`src/rtl/cpu_trace_pkg.sv`:
```
// Shared types and entry-layout helpers for the CPU trace buffer.
// Latency: n/a (declarations only).
// Backpressure: n/a. TRACE_TIMESTAMP_EN adds a 16-bit timestamp field to each entry.
package cpu_trace_pkg;

    typedef enum logic [1:0] {
        IDLE  = 2'd0,
        PRE   = 2'd1,
        POST  = 2'd2,
        DRAIN = 2'd3
    } state_t;

    // Bit positions inside the 4-bit flags field {Z,N,C,O}
    localparam int FLAG_Z = 3;
    localparam int FLAG_N = 2;
    localparam int FLAG_C = 1;
    localparam int FLAG_O = 0;

    localparam int TS_W = 16;

`ifdef TRACE_TIMESTAMP_EN
    localparam int TS_FIELD_W = TS_W;
`else
    localparam int TS_FIELD_W = 0;
`endif

    // Entry layout, LSB first: ALUOut, Flags, IR, PC, [TS]
    function automatic int flags_lsb(input int data_w);
        return data_w;
    endfunction

    function automatic int ir_lsb(input int data_w);
        return data_w + 4;
    endfunction

    function automatic int pc_lsb(input int ir_w, input int data_w);
        return ir_w + data_w + 4;
    endfunction

    function automatic int ts_lsb(input int addr_w, input int ir_w, input int data_w);
        return addr_w + ir_w + data_w + 4;
    endfunction

    function automatic int entry_w(input int addr_w, input int ir_w, input int data_w);
        return ts_lsb(addr_w, ir_w, data_w) + TS_FIELD_W;
    endfunction

endpackage

```
`src/rtl/cpu_trace_buffer_if.sv`:
```
// Bundles the traced CPU state, trigger controls, status and drain read port.
// Latency: n/a (wiring only).
// Backpressure: RdReady from the consumer stalls the drain; capture side has none.
interface cpu_trace_buffer_if
    import cpu_trace_pkg::*;
#(
    parameter int ADDR_W = 16,
    parameter int IR_W   = 16,
    parameter int DATA_W = 8,
    parameter int DEPTH  = 16
);
    localparam int ENTRY_W = entry_w(ADDR_W, IR_W, DATA_W);
    localparam int CNT_W   = $clog2(DEPTH) + 1;

    logic              Arm;
    logic              SampleEn;
    logic              TrigEn;
    logic [ADDR_W-1:0] TrigPC;
    logic              ForceTrig;
    logic [ADDR_W-1:0] PCIn;
    logic [IR_W-1:0]   IRIn;
    logic [3:0]        FlagsIn;
    logic [DATA_W-1:0] ALUOutIn;

    logic              Busy;
    logic              Triggered;
    logic              Done;
    logic              Wrapped;
    logic [CNT_W-1:0]  Count;

    logic              RdValid;
    logic              RdReady;
    logic [ENTRY_W-1:0] RdData;
    logic              RdLast;

    // Tapped system / consumer side
    modport master (
        output Arm, SampleEn, TrigEn, TrigPC, ForceTrig,
        output PCIn, IRIn, FlagsIn, ALUOutIn, RdReady,
        input  Busy, Triggered, Done, Wrapped, Count,
        input  RdValid, RdData, RdLast
    );

    // Trace buffer side
    modport slave (
        input  Arm, SampleEn, TrigEn, TrigPC, ForceTrig,
        input  PCIn, IRIn, FlagsIn, ALUOutIn, RdReady,
        output Busy, Triggered, Done, Wrapped, Count,
        output RdValid, RdData, RdLast
    );

endinterface

```
`src/rtl/trace_ram.sv`:
```
// Entry storage for the trace buffer: DEPTH x ENTRY_W.
// Latency: write lands on the clock edge; read is combinational from raddr.
// Backpressure: none; the controller decides when to write.
module trace_ram #(
    parameter int DEPTH   = 16,
    parameter int ENTRY_W = 44
) (
    input  logic                     clk,
    input  logic                     we,
    input  logic [$clog2(DEPTH)-1:0] waddr,
    input  logic [ENTRY_W-1:0]       wdata,
    input  logic [$clog2(DEPTH)-1:0] raddr,
    output logic [ENTRY_W-1:0]       rdata
);

    logic [ENTRY_W-1:0] mem [DEPTH];

    // Contents are deliberately not reset; only the pointers define validity
    always_ff @(posedge clk) begin
        if (we) begin
            mem[waddr] <= wdata;
        end
    end

    assign rdata = mem[raddr];

endmodule

```
`src/rtl/cpu_trace_buffer.sv`:
```
// Circular trace capture of PC/IR/flags/ALUOut with pre- and post-trigger history.
// Latency: sample written on the edge it is qualified; drain data visible the first DRAIN cycle.
// Backpressure: RdReady low holds RdData/rptr; capture never stalls. TRACE_TIMESTAMP_EN adds timestamps.
module cpu_trace_buffer
    import cpu_trace_pkg::*;
#(
    parameter int ADDR_W    = 16,
    parameter int IR_W      = 16,
    parameter int DATA_W    = 8,
    parameter int DEPTH     = 16,
    parameter int POST_TRIG = 4
) (
    input  logic               Clock,
    input  logic               Reset,
    cpu_trace_buffer_if.slave  bus
);

    localparam int ENTRY_W = entry_w(ADDR_W, IR_W, DATA_W);
    localparam int PTR_W   = $clog2(DEPTH);
    localparam int CNT_W   = PTR_W + 1;

    localparam logic [CNT_W-1:0] FULL      = CNT_W'(DEPTH);
    localparam logic [CNT_W-1:0] CNT_ONE   = CNT_W'(1);
    localparam logic [CNT_W-1:0] POST_LOAD = CNT_W'(POST_TRIG);
    localparam logic [PTR_W-1:0] PTR_ONE   = PTR_W'(1);

    if (DEPTH < 2 || (DEPTH & (DEPTH - 1)) != 0) begin : g_bad_depth
        $fatal(1, "cpu_trace_buffer: DEPTH must be a power of two >= 2");
    end
    if (POST_TRIG < 0 || POST_TRIG >= DEPTH) begin : g_bad_post
        $fatal(1, "cpu_trace_buffer: POST_TRIG must be below DEPTH");
    end

    state_t           state, state_n;
    logic [PTR_W-1:0] wptr, wptr_n, rptr, rptr_n;
    logic [CNT_W-1:0] count, count_n, post_cnt, post_n;
    logic             triggered, trig_n, wrapped, wrap_n;
    logic             ram_we, trig_hit;
    logic [ENTRY_W-1:0] wdata, rdata;

`ifdef TRACE_TIMESTAMP_EN
    logic [TS_W-1:0] ts;

    // Free-running cycle stamp, wraps naturally at 2^16
    always_ff @(posedge Clock or posedge Reset) begin
        if (Reset) ts <= '0;
        else       ts <= ts + TS_W'(1);
    end

    assign wdata = {ts, bus.PCIn, bus.IRIn, bus.FlagsIn, bus.ALUOutIn};
`else
    assign wdata = {bus.PCIn, bus.IRIn, bus.FlagsIn, bus.ALUOutIn};
`endif

    assign trig_hit = bus.SampleEn &&
                      (bus.ForceTrig || (bus.TrigEn && bus.PCIn == bus.TrigPC));

    trace_ram #(.DEPTH(DEPTH), .ENTRY_W(ENTRY_W)) u_ram (
        .clk   (Clock),
        .we    (ram_we),
        .waddr (wptr),
        .wdata (wdata),
        .raddr (rptr),
        .rdata (rdata)
    );

    // Control state register; a reset abandons any capture or drain in progress
    always_ff @(posedge Clock or posedge Reset) begin
        if (Reset) begin
            state     <= IDLE;
            wptr      <= '0;
            rptr      <= '0;
            count     <= '0;
            post_cnt  <= '0;
            triggered <= 1'b0;
            wrapped   <= 1'b0;
        end else begin
            state     <= state_n;
            wptr      <= wptr_n;
            rptr      <= rptr_n;
            count     <= count_n;
            post_cnt  <= post_n;
            triggered <= trig_n;
            wrapped   <= wrap_n;
        end
    end

    // Next-state: arm, capture with trigger/post countdown, then drain oldest-first
    always_comb begin
        state_n = state;
        wptr_n  = wptr;
        rptr_n  = rptr;
        count_n = count;
        post_n  = post_cnt;
        trig_n  = triggered;
        wrap_n  = wrapped;
        ram_we  = 1'b0;
        case (state)
            IDLE: begin
                if (bus.Arm) begin
                    state_n = PRE;
                    trig_n  = 1'b0;
                    wrap_n  = 1'b0;
                    count_n = '0;
                    wptr_n  = '0;
                end
            end
            PRE, POST: begin
                if (bus.SampleEn) begin
                    ram_we = 1'b1;
                    wptr_n = wptr + PTR_ONE;
                    if (count != FULL) count_n = count + CNT_ONE;
                    if (state == PRE && count == FULL) wrap_n = 1'b1;
                    if (state == PRE && trig_hit) begin
                        trig_n  = 1'b1;
                        post_n  = POST_LOAD;
                        state_n = (POST_TRIG == 0) ? DRAIN : POST;
                    end
                    if (state == POST) begin
                        post_n = post_cnt - CNT_ONE;
                        if (post_cnt == CNT_ONE) state_n = DRAIN;
                    end
                end
                // Oldest entry sits Count slots behind the write pointer
                if (state_n == DRAIN) rptr_n = wptr_n - count_n[PTR_W-1:0];
            end
            DRAIN: begin
                if (bus.RdReady) begin
                    rptr_n  = rptr + PTR_ONE;
                    count_n = count - CNT_ONE;
                    if (count == CNT_ONE) state_n = IDLE;
                end
            end
            default: state_n = IDLE;
        endcase
    end

    assign bus.Busy      = (state == PRE) || (state == POST);
    assign bus.Done      = (state == DRAIN);
    assign bus.Triggered = triggered;
    assign bus.Wrapped   = wrapped;
    assign bus.Count     = count;
    assign bus.RdValid   = (state == DRAIN);
    assign bus.RdLast    = (state == DRAIN) && (count == CNT_ONE);
    assign bus.RdData    = (state == DRAIN) ? rdata : '0;

endmodule
```
`src/flat_wrapper.sv`:
```
// flat-port wrapper written by rule: the top's interface ports become plain ports
module cpu_trace_buffer_flat import cpu_trace_pkg::*;
#(
    parameter int ADDR_W    = 16,
    parameter int IR_W      = 16,
    parameter int DATA_W    = 8,
    parameter int DEPTH     = 16,
    parameter int POST_TRIG = 4
)
  (Clock, Reset, bus_Arm, bus_SampleEn, bus_TrigEn, bus_TrigPC, bus_ForceTrig, bus_PCIn, bus_IRIn, bus_FlagsIn, bus_ALUOutIn, bus_RdReady, bus_Busy, bus_Triggered, bus_Done, bus_Wrapped, bus_Count, bus_RdValid, bus_RdData, bus_RdLast);
  cpu_trace_buffer_if #(.ADDR_W(ADDR_W), .IR_W(IR_W), .DATA_W(DATA_W), .DEPTH(DEPTH)) bus_i ();
  input  logic Clock;
  input  logic Reset;
  input wire logic [$bits(bus_i.Arm)-1:0] bus_Arm;
  input wire logic [$bits(bus_i.SampleEn)-1:0] bus_SampleEn;
  input wire logic [$bits(bus_i.TrigEn)-1:0] bus_TrigEn;
  input wire logic [$bits(bus_i.TrigPC)-1:0] bus_TrigPC;
  input wire logic [$bits(bus_i.ForceTrig)-1:0] bus_ForceTrig;
  input wire logic [$bits(bus_i.PCIn)-1:0] bus_PCIn;
  input wire logic [$bits(bus_i.IRIn)-1:0] bus_IRIn;
  input wire logic [$bits(bus_i.FlagsIn)-1:0] bus_FlagsIn;
  input wire logic [$bits(bus_i.ALUOutIn)-1:0] bus_ALUOutIn;
  input wire logic [$bits(bus_i.RdReady)-1:0] bus_RdReady;
  output wire logic [$bits(bus_i.Busy)-1:0] bus_Busy;
  output wire logic [$bits(bus_i.Triggered)-1:0] bus_Triggered;
  output wire logic [$bits(bus_i.Done)-1:0] bus_Done;
  output wire logic [$bits(bus_i.Wrapped)-1:0] bus_Wrapped;
  output wire logic [$bits(bus_i.Count)-1:0] bus_Count;
  output wire logic [$bits(bus_i.RdValid)-1:0] bus_RdValid;
  output wire logic [$bits(bus_i.RdData)-1:0] bus_RdData;
  output wire logic [$bits(bus_i.RdLast)-1:0] bus_RdLast;
  assign bus_i.Arm = bus_Arm;
  assign bus_i.SampleEn = bus_SampleEn;
  assign bus_i.TrigEn = bus_TrigEn;
  assign bus_i.TrigPC = bus_TrigPC;
  assign bus_i.ForceTrig = bus_ForceTrig;
  assign bus_i.PCIn = bus_PCIn;
  assign bus_i.IRIn = bus_IRIn;
  assign bus_i.FlagsIn = bus_FlagsIn;
  assign bus_i.ALUOutIn = bus_ALUOutIn;
  assign bus_i.RdReady = bus_RdReady;
  assign bus_Busy = bus_i.Busy;
  assign bus_Triggered = bus_i.Triggered;
  assign bus_Done = bus_i.Done;
  assign bus_Wrapped = bus_i.Wrapped;
  assign bus_Count = bus_i.Count;
  assign bus_RdValid = bus_i.RdValid;
  assign bus_RdData = bus_i.RdData;
  assign bus_RdLast = bus_i.RdLast;
  cpu_trace_buffer #(.ADDR_W(ADDR_W), .IR_W(IR_W), .DATA_W(DATA_W), .DEPTH(DEPTH), .POST_TRIG(POST_TRIG)) u_core (.Clock(Clock), .Reset(Reset), .bus(bus_i));
endmodule
```
`config.mk`:
```
export PLATFORM = sky130hd
export DESIGN_NAME = cpu_trace_buffer_flat
export DESIGN_NICKNAME = d
export VERILOG_FILES = /design/src/rtl/cpu_trace_pkg.sv /design/src/rtl/cpu_trace_buffer_if.sv /design/src/rtl/trace_ram.sv /design/src/rtl/cpu_trace_buffer.sv /design/src/flat_wrapper.sv
export SDC_FILE = /design/constraint.sdc
export NUM_CORES = 1
export LEC_CHECK = 0
export BUFFER_PORTS_ARGS = -buffer_cell sky130_fd_sc_hd__buf_2
export CAP_MARGIN = 25
export CORE_ASPECT_RATIO = 1.1
export CORE_MARGIN = 2
export CORE_UTILIZATION = 60
export DETAILED_ROUTE_END_ITERATION = 10
export GPL_TIMING_DRIVEN = 1
export PLACE_DENSITY = 0.85
export SYNTH_ARGS = -nofsm -noshare
export SYNTH_HDL_FRONTEND = slang
export SYNTH_SLANG_ARGS = --single-unit
```
`constraint.sdc`:
```
create_clock -name Clock -period 5.8 [get_ports Clock]
set_input_delay 1.16 -clock Clock [delete_from_list [all_inputs] [get_ports Clock]]
set_output_delay 1.16 -clock Clock [all_outputs]
set_load 0.05 [all_outputs]
```
==> results_dict.tcl <==
set metrics [dict create \
    max_cap_violations 0 \
    crit_path_max_incr_delay_ns 0.64 \
    timing.fmax_mhz 225 \
    layout.nets 1527 \
    n_fill_cell 2775 \
    grt_util_all_layers 0.288 \
    layout_setup_ws_ns 1.35 \
    cp_data_required_time_ns 4.64 \
    cts_sinks 726 \
    critPathCaptureType "output pin" \
    syn_nets 1362 \
    cts-root-buf "clkbuf_16" \
    fin_area_um2 32600 \
    pre_cts_ws_ns 2.01 \
    clkTransAtPathRegs_ns 0.06 \
    drc 0 \
    dp_hpwl_um 34500 \
    p_total_mw 15.5 \
    antenna_found_initial 4 \
    synth_edf_count 704 \
    die_h_um 233 \
    ctsResizeCount 0 \
    hp-class "flop to flop" \
    min_period_ns 4.45 \
    final_layout_size_suffix_gt1_frac 0.336 \
    yosys.area_share.xor_xnor 0.00825 \
    overflow 0 \
    rsz0062_at_grt "no" \
    finalSetupTns_ns 0 \
    ioPinCount 122 \
    worstPathArrival_ns 3.29 \
    synth-simple-area-share 0.0261 \
    critical_path.most_common_cell "mux4_2" \
    power_density_nw_per_um2 475 \
    synthCells 1276 \
    dp_cells 2014 \
    multi_input_area_um2 6690 \
    io_buffer_count 121 \
    crit_family "multiplexers" \
    cts_max_level 3 \
    dpl_cell_area_um2 30300 \
    cp_max_fo 36 \
    synth.top_cell.area_share 0.737 \
    synth.mux.area_fraction 0.174 \
    syn-mean-instance-area_um2 22.5 \
    vias 14400 \
    ir_drop_mv 0.326 \
    initialDrtViolationCount 1823 \
    setup_viol 0 \
    finalMaxSlewViolations 0 \
    criticalPathCategory "flop to output pin" \
    gp_congestion 0.781 \
    path_cells "buf_4, mux4_2, mux4_2, and2_1, buf_2" \
    worst_pin_slew_ns 1.08 \
    netlist_area_um2 28700 \
    fin_cells 2143 \
    wire_per_inst_um 32.2 \
    clk_latency_ns 0.60 \
    cts-hold-fix-buffers 0 \
    crit_buf_inv 2 \
    critPathSlowestCell "mux4_2" \
    synth-compound-area-share 0.0126 \
    synthTopCellsByArea "edfxtp_1 74%, mux4_2 17%, dfrtp_1 1.9%, and2_1 0.96%, ha_1 0.79%" \
    period_share 0.767 \
    grt_pass1_vias 14800 \
    status "finished, final reports clean" \
    yosysSeqAreaShare 0.757 \
    finClkSkew_ns 0.0241 \
    slew_headroom 0.281 \
    core_um2 47500 \
    ys_ff_latch 726 \
    mostFrequentLayoutCell "edfxtp_1" \
    p_leak_nw 10.6 \
    seq_area_um2 21700 \
    synthFlopType "edfxtp_1" \
    cts_buffers 69 \
    synth_warnings 0 \
    cts_buffer_depth 3 \
    final_cell_mix "704 x edfxtp_1, 220 x mux4_2, 121 x buf_2" \
    hold_viol 0 \
    synth_cell_types 53 \
    synthAdderAreaFrac 0.00855 \
    floorplan.initialDensity 0.604 \
    via_per_inst 6.72 \
    grt_max_degree 102 \
    rows 84 \
    synth_top_family_by_area "multiplexers" \
    post_cts_buffers 0 \
    ant_nets 0 \
    area_delta_synth_final_pct 13.7 \
    wirelength_um 69000 \
    dieArea_um2 49600 \
    start_kind "flop" \
    dr.pass1.iters 7 \
    ys_async_sr_fraction 0.0303 \
    grt_pass1_wl_um 100000 \
    synth_top_area_cell "edfxtp_1" \
    cts_tree "yes" \
    die_x_um 212 \
]
worst paths after layout:
kind / slack (ns) / startpoint / cells after the start / endpoint
min in group asynchronous: 0.79 / Reset / 2 / u_core.post_cnt[0]$_DFFE_PP0P_
setup / recovery: 1.35 / u_core.rptr[0]$_DFFE_PP0P_ / 5 / bus_RdData[14]
setup reg to reg: 2.12 / u_core.state[1]$_DFFE_PP0P_ / 5 / u_core.u_ram.mem[15][0]$_DFFE_PP_
hold / removal: 0.52 / u_core.bus.Wrapped$_DFFE_PP0P_ / 2 / u_core.bus.Wrapped$_DFFE_PP0P_
max in group asynchronous: 4.32 / Reset / 2 / u_core.rptr[1]$_DFFE_PP0P_
hold reg to reg: 0.52 / u_core.bus.Wrapped$_DFFE_PP0P_ / 2 / u_core.bus.Wrapped$_DFFE_PP0P_
worst min-delay path, stage by stage, from the launching register on:
cell	delay, ns
dfrtp_1	0.34
a21oi_1	0.04
a21oi_1	0.10
cell usage after synthesis, types with 4 or more instances:
cell type and number:
nand2b_1 4, buf_1 15, o31ai_1 6, xnor2_1 22
xor2_1 5, nand4_1 7, buf_2 8, mux4_2 220
clkbuf_1 28, nand3_1 10, o21ai_0 14, and2_1 44
inv_1 19, ha_1 18, nand2_1 28, nor2_1 19
nor3_1 16, a21oi_1 10, a31oi_1 5, edfxtp_1 704
dfrtp_1 22, buf_4 11
cell type report:
class,count,area share
timing repair buffer,159,0.0313
clock inverter,39,0.0130
inverter,20,0.00230
tap,645,0.0248
clock buffer,85,0.0571
sequential,726,0.666
multi-input combinational,465,0.205
antenna,4,0.000307
routing by layer:
| metal | GRT usage | share of wire | vias up | routed length, um |
|---|---|---|---|---|
| met1 | 0.386 | 0.37 | 7538 | 25300 |
| met2 | 0.471 | 0.51 | 1012 | 34900 |
| met4 | 0.124 | 0.036 | 2 | 2480 |
| li1 | - | - | 5683 | - |
| met3 | 0.0561 | 0.090 | 161 | 6200 |
| met5 | 0 | 0.00019 | - | 13 |
flip-flops by register name (all words and copies together) (netlist names):
name                  cells
u_core.bus.Triggered      1
u_core.wptr               4
u_core.post_cnt           5
u_core.state              2
u_core.bus.Count          5
u_core.u_ram.mem        704
u_core.rptr               4
u_core.bus.Wrapped        1
per-stage QoR:
stage / hold slack (ns) / utilization
after detailed placement: 0.518 / 0.637
after global routing: 0.556 / 0.686
final: 0.525 / 0.686
after global placement: 0.501 / 0.636
after CTS: 0.532 / 0.686
after floorplan: 0.479 / -
kinds of logic after synthesis:
group,count (synthesis)
AO/OA/AOI/OAI,54
multiplexers,224
adder cells (fa/ha/maj),19
flip-flops,726
AND/OR/NAND/NOR,141
buffers and inverters,85
XOR/XNOR,27
where the power goes:
part	internal, mW	leakage [nW]	switching (mW)	total (mW)
clock	2.65	1.11	1.93	4.58
sequential	6.12	6.63	0.362	6.48
combinational	2.07	2.86	2.34	4.41
(Power assumes the default switching activity.)
